<file path="config.mk">
export PLATFORM = sky130hd
export DESIGN_NAME = arr_stream_ser
export DESIGN_NICKNAME = d
export VERILOG_FILES = /design/src/rtl/arr_stream_ser_pkg.sv /design/src/rtl/arr_stream_ser_cnt.sv /design/src/rtl/arr_stream_ser.sv
export SDC_FILE = /design/constraint.sdc
export NUM_CORES = 1
export LEC_CHECK = 0
export CAP_MARGIN = 20
export CORE_ASPECT_RATIO = 1.1
export CORE_MARGIN = 2
export CORE_UTILIZATION = 45
export CTS_CLUSTER_DIAMETER = 200
export DETAILED_ROUTE_END_ITERATION = 12
export PLACE_DENSITY = 0.76
export SETUP_SLACK_MARGIN = 0.5
export SYNTH_ARGS = -nofsm -noshare
export SYNTH_HDL_FRONTEND = slang
export SYNTH_SLANG_ARGS = --single-unit
</file>
<file path="constraint.sdc">
create_clock -name clk -period 1.6 [get_ports clk]
set_input_delay 0.32 -clock clk [delete_from_list [all_inputs] [get_ports clk]]
set_output_delay 0.32 -clock clk [all_outputs]
set_load 0.005 [all_outputs]
</file>
<file path="src/rtl/arr_stream_ser_pkg.sv">
// Shared types and defaults for the array-to-stream serializer.
// Optional sum beat is enabled by defining ARR_STREAM_SER_SUM_EN.
package arr_stream_ser_pkg;

  localparam int unsigned DW_DEF   = 11;
  localparam int unsigned NROW_DEF = 2;
  localparam int unsigned NCOL_DEF = 4;

  typedef enum logic {IDLE, SEND} state_t;

  function automatic int unsigned flat_idx(input int unsigned r, input int unsigned c,
                                           input int unsigned ncol = NCOL_DEF);
    return r * ncol + c;
  endfunction

endpackage

</file>
<file path="src/rtl/arr_stream_ser_cnt.sv">
// Beat counter: counts 0..Limit-1 on enable, wraps after the last beat, registered last flag.
// Assumes Limit >= 2.
module arr_stream_ser_cnt #(
  parameter int unsigned Limit = 8,
  parameter int unsigned Width = $clog2(Limit)
) (
  input  logic             clk_i,
  input  logic             rst_ni,
  input  logic             clr_i,
  input  logic             en_i,
  output logic [Width-1:0] cnt_o,
  output logic             last_o
);

  logic [Width-1:0] cnt_q;
  logic             last_q;

  always_ff @(posedge clk_i or negedge rst_ni) begin
    if (!rst_ni) begin
      cnt_q  <= '0;
      last_q <= 1'b0;
    end else if (clr_i) begin
      cnt_q  <= '0;
      last_q <= 1'b0;
    end else if (en_i) begin
      if (last_q) begin
        cnt_q  <= '0;
        last_q <= 1'b0;
      end else begin
        cnt_q  <= cnt_q + Width'(1);
        // Flag is set when the count about to be loaded is the final one.
        last_q <= (cnt_q == Width'(Limit - 2));
      end
    end
  end

  assign cnt_o  = cnt_q;
  assign last_o = last_q;

endmodule

</file>
<file path="src/rtl/arr_stream_ser.sv">
// Captures a NROW x NCOL word array and replays it row-major as a valid/ready stream.
// Define ARR_STREAM_SER_SUM_EN to append a modular-sum beat after the last element.
module arr_stream_ser
  import arr_stream_ser_pkg::*;
#(
  parameter int unsigned DW   = DW_DEF,
  parameter int unsigned NROW = NROW_DEF,
  parameter int unsigned NCOL = NCOL_DEF,
  localparam int unsigned NE  = NROW * NCOL,
`ifdef ARR_STREAM_SER_SUM_EN
  localparam int unsigned NBEAT = NE + 1,
`else
  localparam int unsigned NBEAT = NE,
`endif
  localparam int unsigned IW = $clog2(NBEAT)
) (
  input  logic          clk,
  input  logic          rst,
  input  logic          i_valid,
  output logic          i_ready,
  input  logic [DW-1:0] i_data [NROW][NCOL],
  output logic          o_valid,
  input  logic          o_ready,
  output logic [DW-1:0] o_data,
  output logic [IW-1:0] o_idx,
  output logic          o_last
);

  localparam int unsigned EW = $clog2(NE);

  state_t        state_q, state_d;
  logic          load;
  logic          adv;
  logic [IW-1:0] cnt;
  logic          cnt_last;
  logic [DW-1:0] buf_q [NE];

  always_comb begin
    state_d = state_q;
    i_ready = 1'b0;
    load    = 1'b0;
    adv     = 1'b0;
    unique case (state_q)
      IDLE: begin
        i_ready = 1'b1;
        if (i_valid) begin
          load    = 1'b1;
          state_d = SEND;
        end
      end
      SEND: begin
        adv = o_ready;
        // Accept the next array only as the final beat leaves: no bubble between arrays.
        if (o_ready && cnt_last) begin
          i_ready = 1'b1;
          if (i_valid) load = 1'b1;
          else         state_d = IDLE;
        end
      end
      default: state_d = IDLE;
    endcase
  end

  always_ff @(posedge clk or negedge rst) begin
    if (!rst) state_q <= IDLE;
    else      state_q <= state_d;
  end

  always_ff @(posedge clk or negedge rst) begin
    if (!rst) begin
      for (int k = 0; k < NE; k++) buf_q[k] <= '0;
    end else if (load) begin
      for (int r = 0; r < NROW; r++) begin
        for (int c = 0; c < NCOL; c++) buf_q[flat_idx(r, c, NCOL)] <= i_data[r][c];
      end
    end
  end

  arr_stream_ser_cnt #(
    .Limit (NBEAT),
    .Width (IW)
  ) u_cnt (
    .clk_i  (clk),
    .rst_ni (rst),
    .clr_i  (load),
    .en_i   (adv),
    .cnt_o  (cnt),
    .last_o (cnt_last)
  );

`ifdef ARR_STREAM_SER_SUM_EN
  logic [DW-1:0] sum_d, sum_q;

  always_comb begin
    sum_d = '0;
    for (int r = 0; r < NROW; r++) begin
      for (int c = 0; c < NCOL; c++) sum_d = sum_d + i_data[r][c];
    end
  end

  always_ff @(posedge clk or negedge rst) begin
    if (!rst)      sum_q <= '0;
    else if (load) sum_q <= sum_d;
  end
`endif

  logic [EW-1:0] eidx;
  assign eidx = cnt[EW-1:0];

  always_comb begin
    o_data = '0;
    if (state_q == SEND) begin
`ifdef ARR_STREAM_SER_SUM_EN
      if (cnt == IW'(NE)) o_data = sum_q;
      else                o_data = buf_q[eidx];
`else
      o_data = buf_q[eidx];
`endif
    end
  end

  assign o_valid = (state_q == SEND);
  assign o_idx   = cnt;
  assign o_last  = cnt_last;

endmodule

</file>
### After elaboration in Yosys (flattened, before gate mapping)

Index checks and enable logic that the tools add are counted.

* RAM bits: 0
* latch bits: 0
* ROM bits: 0
* logic and storage cells: 36
* register bits: 93
* memories: 0

* bitwise operators: 2
* mux-type cells: 18
* multiply operators: 0
* $lt $le $gt $ge: 1
* equal/unequal tests: 1
* div/mod/pow operators: 0
* shifts and indexed selects: 0
* reduce and logical (&&, ||, !) cells: 2
* $add $sub $neg: 1

Operators by type and width (number)
* $bmux W11 S3: 1
* $mux W11: 3
* $mux W3: 3
* $mux W1: 8
* $pmux W1 S2: 3
* $ge A4 B4 Y1 const B: 1
* $not A3 Y4: 1
* $add A3 B1 Y3 const B: 1
* $eq A3 B3 Y1 const B: 1
* $reduce_bool A2 Y1: 1
* $logic_and A1 B1 Y1: 1
* $not A1 Y1: 1

### Depth between registers and ports, before layout

Gate-level depths: netlist of the first run.

* depth after elaboration: 5
* depth in mapped cells: 5
* mapped depth without buffers: 4

### Modules after synthesis

Synthesis of the first run repeated with hierarchy kept, for this count alone.

* cell total of the unflattened synthesis: 262
* area, all modules: 4302.9 um^2

Modules (own cells, without submodules)
* arr_stream_ser: sequential area each 2227.1 um^2, instances 1, area an instance 4081.4 um^2, cells each 242
* arr_stream_ser_cnt: sequential area each 100.1 um^2, instances 1, area an instance 221.5 um^2, cells each 20

### Worst setup path after synthesis of the first run

Ideal clock, no wire load.

* path kind: register to output
* from: register u_cnt.cnt_q[1] (netlist: u_cnt.cnt_o[1])
* to: output o_data[2]
* data required time: 1.280 ns
* buffers on the path: 2
* slack: -0.073 ns
* arrival time: 1.353 ns
* stages on the path, launching flop included: 6
* cell sequence: dfrtp_1 buf_4 buf_6 mux4_2 nand2_1 a21oi_1

* word-level cells in the longest chain between the ends: 5

Ends and longest elaborated chain
* from (decl): line arr_stream_ser_cnt.sv:15 `logic [Width-1:0] cnt_q;`
* from (signal assigned): line arr_stream_ser_cnt.sv:30 `cnt_q <= cnt_q + Width'(1);`
* $not A3 Y4 (implied by the code): line arr_stream_ser.sv:117 `o_data = buf_q[eidx];`
* $bmux W11 S3: line arr_stream_ser.sv:117
* $mux W11 (implied by the code) (2 in series): line arr_stream_ser.sv:117
* $mux W11: line arr_stream_ser.sv:112 `if (state_q == SEND) begin`
* to (decl): line arr_stream_ser.sv:24 `output logic [DW-1:0] o_data,`

No other way between the ends. The select of a mux whose other input is x is not followed.

### Worst setup path in the final report of the first run

* from: register u_cnt.cnt_q[1] (netlist: u_cnt.cnt_o[1])
* to: output o_data[1]

The elaborated chain is that of the path after synthesis.

==> results.json, run 1 <==
{
  "critPathMaxFanout": 5,
  "clock_sink_count": 93,
  "synth_simple_gate_area_frac": 0.0343,
  "timing.final.ws_setup_ns": -0.692,
  "worst_setup_ep_type": "output pin",
  "finalHoldViolCount": 0,
  "via_cell_ratio": 5.25,
  "finalSetupViolations": 103,
  "fin_skew_ns": 0.0160,
  "final-max-slew-violation-count": 0,
  "fin_crit_sh": 1.43,
  "floorplan.rows": 37,
  "clock_slew_at_reported_path_ffs_ns": 0.10,
  "outcome": "finished with violations",
  "insertedDiodeCount": 0,
  "post_synth.cell_area_avg_sq_um": 15.7,
  "drive_above_1_share": 0.561,
  "syn_area_sq_um": 4340,
  "synth_common_cells": "sky130_fd_sc_hd__dfrtp_1, sky130_fd_sc_hd__mux2_2, sky130_fd_sc_hd__nand2_1",
  "criticalPathCategory": "reg -> out",
  "failed_checks": "negative setup slack",
  "tritoncts.num_buffers": 9,
  "initialDrtViolationCount": 109,
  "die-width_um": 97.7,
  "synth_sequential_area_ratio": 0.536,
  "globalplace.congestion": 0.795,
  "area.growth.synth_to_final_pct": 70.0,
  "ctsHtreeMaxLevel": 3,
  "tightest_slew_ns": 0.472,
  "synth_compound_area_frac": 0.0233,
  "synth_largest_area_cell": "sky130_fd_sc_hd__dfrtp_1",
  "synth-edff-count": 0,
  "route.top_layer_used": "met4",
  "postPlaceCellArea_sq_um": 6200,
  "drc": 0,
  "power.density_nw_per_um2": 1780,
  "peakVddDrop_v": 0.000994,
  "port_buffers": 108,
  "synth_top_family_by_area": "multiplexers",
  "synthesis.instances": 276,
  "rsz0062_at_grt": "true",
  "dr_total_vias": 3254,
  "ant_nets": 0,
  "worst_slew_margin_rel": 0.685,
  "die_y_um": 107,
  "netlist.area_leader.share": 0.536,
  "synth_fa_ha_area_frac": 0.00576,
  "setup.worst_path.start_class": "flop",
  "critPathRequiredTime_ns": 1.28,
  "timing.fmax_mhz": 436,
  "routed_wl_um": 13000,
  "pre_cts_slack_ns": -0.488,
  "grt_remaining_overflow": 0,
  "fp.dieArea_sq_um": 10500,
  "final.min_clock_period_ns": 2.29,
  "grt_start_max_net_pins": 38,
  "antenna_found_initial": 0,
  "syn_warnings": 0,
  "post_synth_main_area_contributors": "sky130_fd_sc_hd__dfrtp_1, sky130_fd_sc_hd__mux2_2, sky130_fd_sc_hd__mux4_2, sky130_fd_sc_hd__mux2_4, sky130_fd_sc_hd__nand2_1",
  "boundaryPins": 109,
  "post_synth_mux_area_share": 0.362,
  "net_count_after_synthesis": 370,
  "met3WireLength_um": 487,
  "dr.pass1.iters": 4,
  "cap_violations": 0,
  "stdcell_area_sq_um": 7380,
  "synthMostInstantiatedCell": "sky130_fd_sc_hd__dfrtp_1",
  "timing.reg2reg.worst_path_depth": 14,
  "number_of_different_library_cells_in_the_post_synthesis_netlist": 21,
  "clock_latency_ns": 0.37,
  "buffer_depth_of_the_longest_clock_path": 2,
  "top_ff_cell_synth": "sky130_fd_sc_hd__dfrtp_1",
  "post_synth_xor_xnor_area": 0,
  "ys_ff_latch": 93,
  "hpwl_after_dpl_um": 7410,
  "groute.usage.overall": 0.241,
  "detailroute.wirelength.met2_um": 7090,
  "global_route_wire_length_before_repair_um": 19400,
  "cp_data_arrival_time_ns": 1.97,
  "placeableCoreArea_sq_um": 9350,
  "power_leakage_nw": 3.60,
  "design.final.nets": 593,
  "routed_wire_length_per_instance_um": 21.0,
  "hold_path_class": "in -> async",
  "met1_length_um": 5110,
  "ys_async_rst_share": 1.00,
  "tritoncts_clock_tree": "done",
  "starting_utilization_of_the_core_area": 0.464,
  "grt_pass1_vias": 3608,
  "cts_root_buffer": "sky130_fd_sc_hd__clkbuf_8"
}
==> per-stage QoR <==
stage          setup TNS [ns]  hold slack (ns)  total power [mW]  instances  utilization
6_report               -12.76            0.371              13.2        620        0.789
5_1_grt                -15.67            0.408              13.8        620        0.789
2_1_floorplan          -0.375           0.0244              7.54        276            -
3_3_place_gp           -22.77            0.241              9.87        545        0.663
4_1_cts                 -9.90            0.387              12.6        606        0.763
3_5_place_dp           -23.29            0.243              10.0        545        0.663
==> timing repair <==
| action | 4_1_cts | 5_1_grt |
|---|---|---|
| pin swaps | 14 | 7 |
| endpoints found under the setup margin | 109 | 110 |
| buffers inserted | 33 | 14 |
| hold endpoints to repair | 21 | 0 |
| gates cloned | 12 | 0 |
| hold buffers | 1 | 0 |
| gates resized for setup | 125 | 33 |
==> worst max-delay path, cell delays in order (launching register included) <==
cell                      delay (ns)
sky130_fd_sc_hd__dfrtp_2        0.48
sky130_fd_sc_hd__buf_6          0.16
sky130_fd_sc_hd__buf_6          0.11
sky130_fd_sc_hd__mux4_2         0.50
sky130_fd_sc_hd__nand2_1        0.11
sky130_fd_sc_hd__a21oi_1        0.09
sky130_fd_sc_hd__buf_2          0.16
==> cell type report <==
class	instances	area, sq um
repair buffers	228	2490
well taps	117	146
inverters	2	7.51
multi-input cells	165	2210
flip-flops and latches	93	2330
fillers	498	1970
clock inverters	4	47.5
clock buffers	11	151
==> power breakdown <==
part / internal (mW) / total [mW] / switching (mW)
Clock: 0.795 / 1.63 / 0.839
Sequential: 3.49 / 4.25 / 0.761
Combinational: 4.91 / 7.28 / 2.36
Total: 9.20 / 13.2 / 3.96
==> kinds of logic after synthesis <==
| kind of cell | Yosys count |
|---|---|
| multiplexers | 111 |
| AND/OR/NAND/NOR | 32 |
| AO/OA/AOI/OAI | 18 |
| buffers and inverters | 20 |
| flip-flops | 93 |
| adder cells (fa/ha/maj) | 2 |
==> flip-flops by register name, summed over array words and instances, names as in the netlist <==
name	cells
u_cnt.last_o	1
buf_q	88
o_valid	1
u_cnt.cnt_o	3
==> cell usage in the layout, fill, tap and decap left out, drive strengths merged, types with 2 or more instances in the layout <==
cell type	count
clkdlybuf4s50	89
buf	135
mux4	22
ha	2
dfrtp	93
inv	2
a21oi	12
o21ai	5
mux2	88
clkinv	2
clkbuf	13
nand2	30
==> final timing paths <==
| check | start | slack, ns | to |
|---|---|---|---|
| max | u_cnt.cnt_o[1] | -0.69 | o_data[1] |
| min | rst | 0.37 | buf_q[66] |
| max reg2reg | u_cnt.cnt_o[1] | -0.68 | u_cnt.cnt_o[1] |
| min reg2reg | buf_q[7] | 0.51 | buf_q[7] |
| max in group asynchronous | rst | 0.70 | buf_q[7] |
| min in group clk | buf_q[7] | 0.51 | buf_q[7] |
==> layer usage <==
| layer | global-route usage | vias up |
|---|---|---|
| met4 | 0.0893 | 0 |
| li1 | - | 1454 |
| met5 | 0 | - |
| met2 | 0.430 | 112 |
| met3 | 0.0346 | 26 |
| met1 | 0.299 | 1662 |
No activity file was read; power rests on OpenSTA's default activity.
==> inputs of run 2 (changes only) <==
CORE_ASPECT_RATIO = 1.2   (was 1.1)
PLACE_DENSITY = unset   (was 0.76)
PLACE_DENSITY_LB_ADDON = 0.15   (was unset)
==> results.json, run 2 (synthesis results as in run 1) <==
{
  "timing.fmax_mhz": 450,
  "globalplace.congestion": 0.818,
  "starting_utilization_of_the_core_area": 0.459,
  "placed_cells_incl_taps": 553,
  "tightest_slew_ns": 0.437,
  "setup.worst_path.start_class": "flop",
  "timing.rr.start": "o_valid",
  "cp_data_arrival_time_ns": 1.90,
  "boundaryPins": 109,
  "ant_nets": 0,
  "placeableCoreArea_sq_um": 9470,
  "layout.cells.most_common": "sky130_fd_sc_hd__dfrtp_1",
  "number_of_flip_flops_in_the_largest_register": 88,
  "timing.reg2reg.worst_path_depth": 6,
  "fin_setup_tns_ns": -6.40,
  "n_fill_cell": 553,
  "hpwl_after_dpl_um": 7930,
  "tritoncts.num_buffers": 9,
  "power_leakage_nw": 3.51,
  "global_route_wire_length_before_repair_um": 19100,
  "tritoncts_clock_tree": "done",
  "worst_slew_margin_rel": 0.709,
  "register_area_sq_um": 2330,
  "multi_input_area_sq_um": 2230,
  "finalSetupViolations": 13,
  "critPathRequiredTime_ns": 1.28,
  "clock_latency_ns": 0.35,
  "via_cell_ratio": 5.13,
  "antenna_found_initial": 0,
  "criticalPathCategory": "reg -> out",
  "power.density_nw_per_um2": 1850,
  "die-width_um": 93.7,
  "cts_root_buffer": "sky130_fd_sc_hd__clkbuf_16",
  "worst_setup_ep_type": "output pin",
  "initialDrtViolationCount": 116,
  "ctsHtreeMaxLevel": 3,
  "final-max-slew-violation-count": 0,
  "postPlaceCellArea_sq_um": 6260,
  "design.final.nets": 574,
  "grt_pass1_vias": 3453,
  "most-common-layout-cells": "sky130_fd_sc_hd__dfrtp_1, sky130_fd_sc_hd__clkdlybuf4s50_1, sky130_fd_sc_hd__mux2_4",
  "peakVddDrop_v": 0.000868,
  "clock_slew_at_reported_path_ffs_ns": 0.08,
  "totalPowerFinal_mw": 13.4,
  "die_y_um": 112,
  "hold_path_class": "in -> async",
  "cap_violations": 0,
  "area.growth.synth_to_final_pct": 67.4,
  "grt_start_max_net_pins": 61,
  "top_register": "buf_q",
  "outcome": "finished with violations",
  "finalHoldViolCount": 0,
  "floorplan.rows": 39,
  "grt_remaining_overflow": 0,
  "buffer_depth_of_the_longest_clock_path": 2,
  "final.min_clock_period_ns": 2.22,
  "port_buffers": 108,
  "drive_above_1_share": 0.581,
  "routed_wire_length_per_instance_um": 20.4,
  "pre_cts_slack_ns": -0.501,
  "fp.dieArea_sq_um": 10500,
  "dr.pass1.iters": 4,
  "failed_checks": "negative setup slack",
  "critPathMaxFanout": 6,
  "groute.usage.overall": 0.244,
  "worst_setup_path_startpoint": "u_cnt.cnt_o[1]",
  "dr_total_vias": 3120,
  "clock_sink_count": 93,
  "fin_skew_ns": 0.00995,
  "stdcell_area_sq_um": 7270,
  "timing.final.ws_setup_ns": -0.623,
  "layout.cells.non_filler": 608,
  "rsz0062_at_grt": "true",
  "insertedDiodeCount": 0,
  "routed_wl_um": 12400,
  "drc": 0,
  "fin_crit_sh": 1.39
}
-- run 2: changes by cell type in the layout (fill, tap and decap cells not counted), moves of 4 or more --
cell	change
sky130_fd_sc_hd__clkbuf_16	+10
sky130_fd_sc_hd__buf_6	-11
sky130_fd_sc_hd__clkbuf_8	-10
sky130_fd_sc_hd__nand2_2	+10
sky130_fd_sc_hd__a21oi_2	+8
sky130_fd_sc_hd__buf_16	-4
sky130_fd_sc_hd__nand2_1	-11
sky130_fd_sc_hd__a21oi_1	-8
-- run 2: layout make-up --
class                   count  share of cell area
clock inverters             6             0.00895
clock buffers              10              0.0329
well taps                 123              0.0212
multi-input cells         164               0.307
flip-flops and latches     93               0.320
inverters                   2             0.00103
repair buffers            210               0.309
-- run 2: power breakdown --
part           switching [mW]  total [mW]  internal, mW
registers               0.798        4.29          3.50
logic                    2.28        6.98          4.70
clock network            1.00        2.15          1.14
-- run 2: repair_timing --
item | 4_1_cts | 5_1_grt
hold endpoints to repair | 29 | 0
gates resized for setup | 134 | 28
buffers inserted | 17 | 13
pin swaps | 24 | 4
hold buffers | 1 | 0
setup endpoints to repair | 109 | 109
cloned | 7 | 1
-- run 2: per-layer routing --
| layer | wire (um) | part of all wire | up-vias | GRT usage |
|---|---|---|---|---|
| met1 | 5100 | 0.41 | 1597 | 0.313 |
| met5 | 0 | 0 | - | 0 |
| met4 | 388 | 0.031 | 0 | 0.100 |
| met3 | 422 | 0.034 | 22 | 0.0304 |
| met2 | 6480 | 0.52 | 86 | 0.416 |
| li1 | - | - | 1415 | - |
-- run 2: path summary, 6_finish.rpt --
| kind | slack (ns) | to |
|---|---|---|
| max | -0.62 | o_data[2] |
| min | 0.51 | buf_q[56] |
| max reg2reg | 0.01 | buf_q[76] |
| min reg2reg | 0.51 | buf_q[87] |
| max in group asynchronous | 0.72 | buf_q[9] |
| min in group clk | 0.51 | buf_q[87] |
-- run 2: metrics by stage --
stage	util	hold WS (ns)
final	0.768	0.507
after global routing	0.768	0.527
after CTS	0.746	0.509
after detailed placement	0.661	0.350
after global placement	0.661	0.352
after floorplan	-	0.0244
-- run 2: critical path: stages (launching register included) --
cell	delay [ns]
sky130_fd_sc_hd__dfrtp_2	0.49
sky130_fd_sc_hd__buf_6	0.14
sky130_fd_sc_hd__buf_6	0.09
sky130_fd_sc_hd__mux4_2	0.54
sky130_fd_sc_hd__nand2_2	0.11
sky130_fd_sc_hd__a21oi_2	0.06
sky130_fd_sc_hd__buf_2	0.13
==> inputs of run 3 (changes only) <==
SLEW_MARGIN = 20   (was unset)
==> results of run 3 <==
No change in the layout: final DEF, timing and power equal those of run 2.
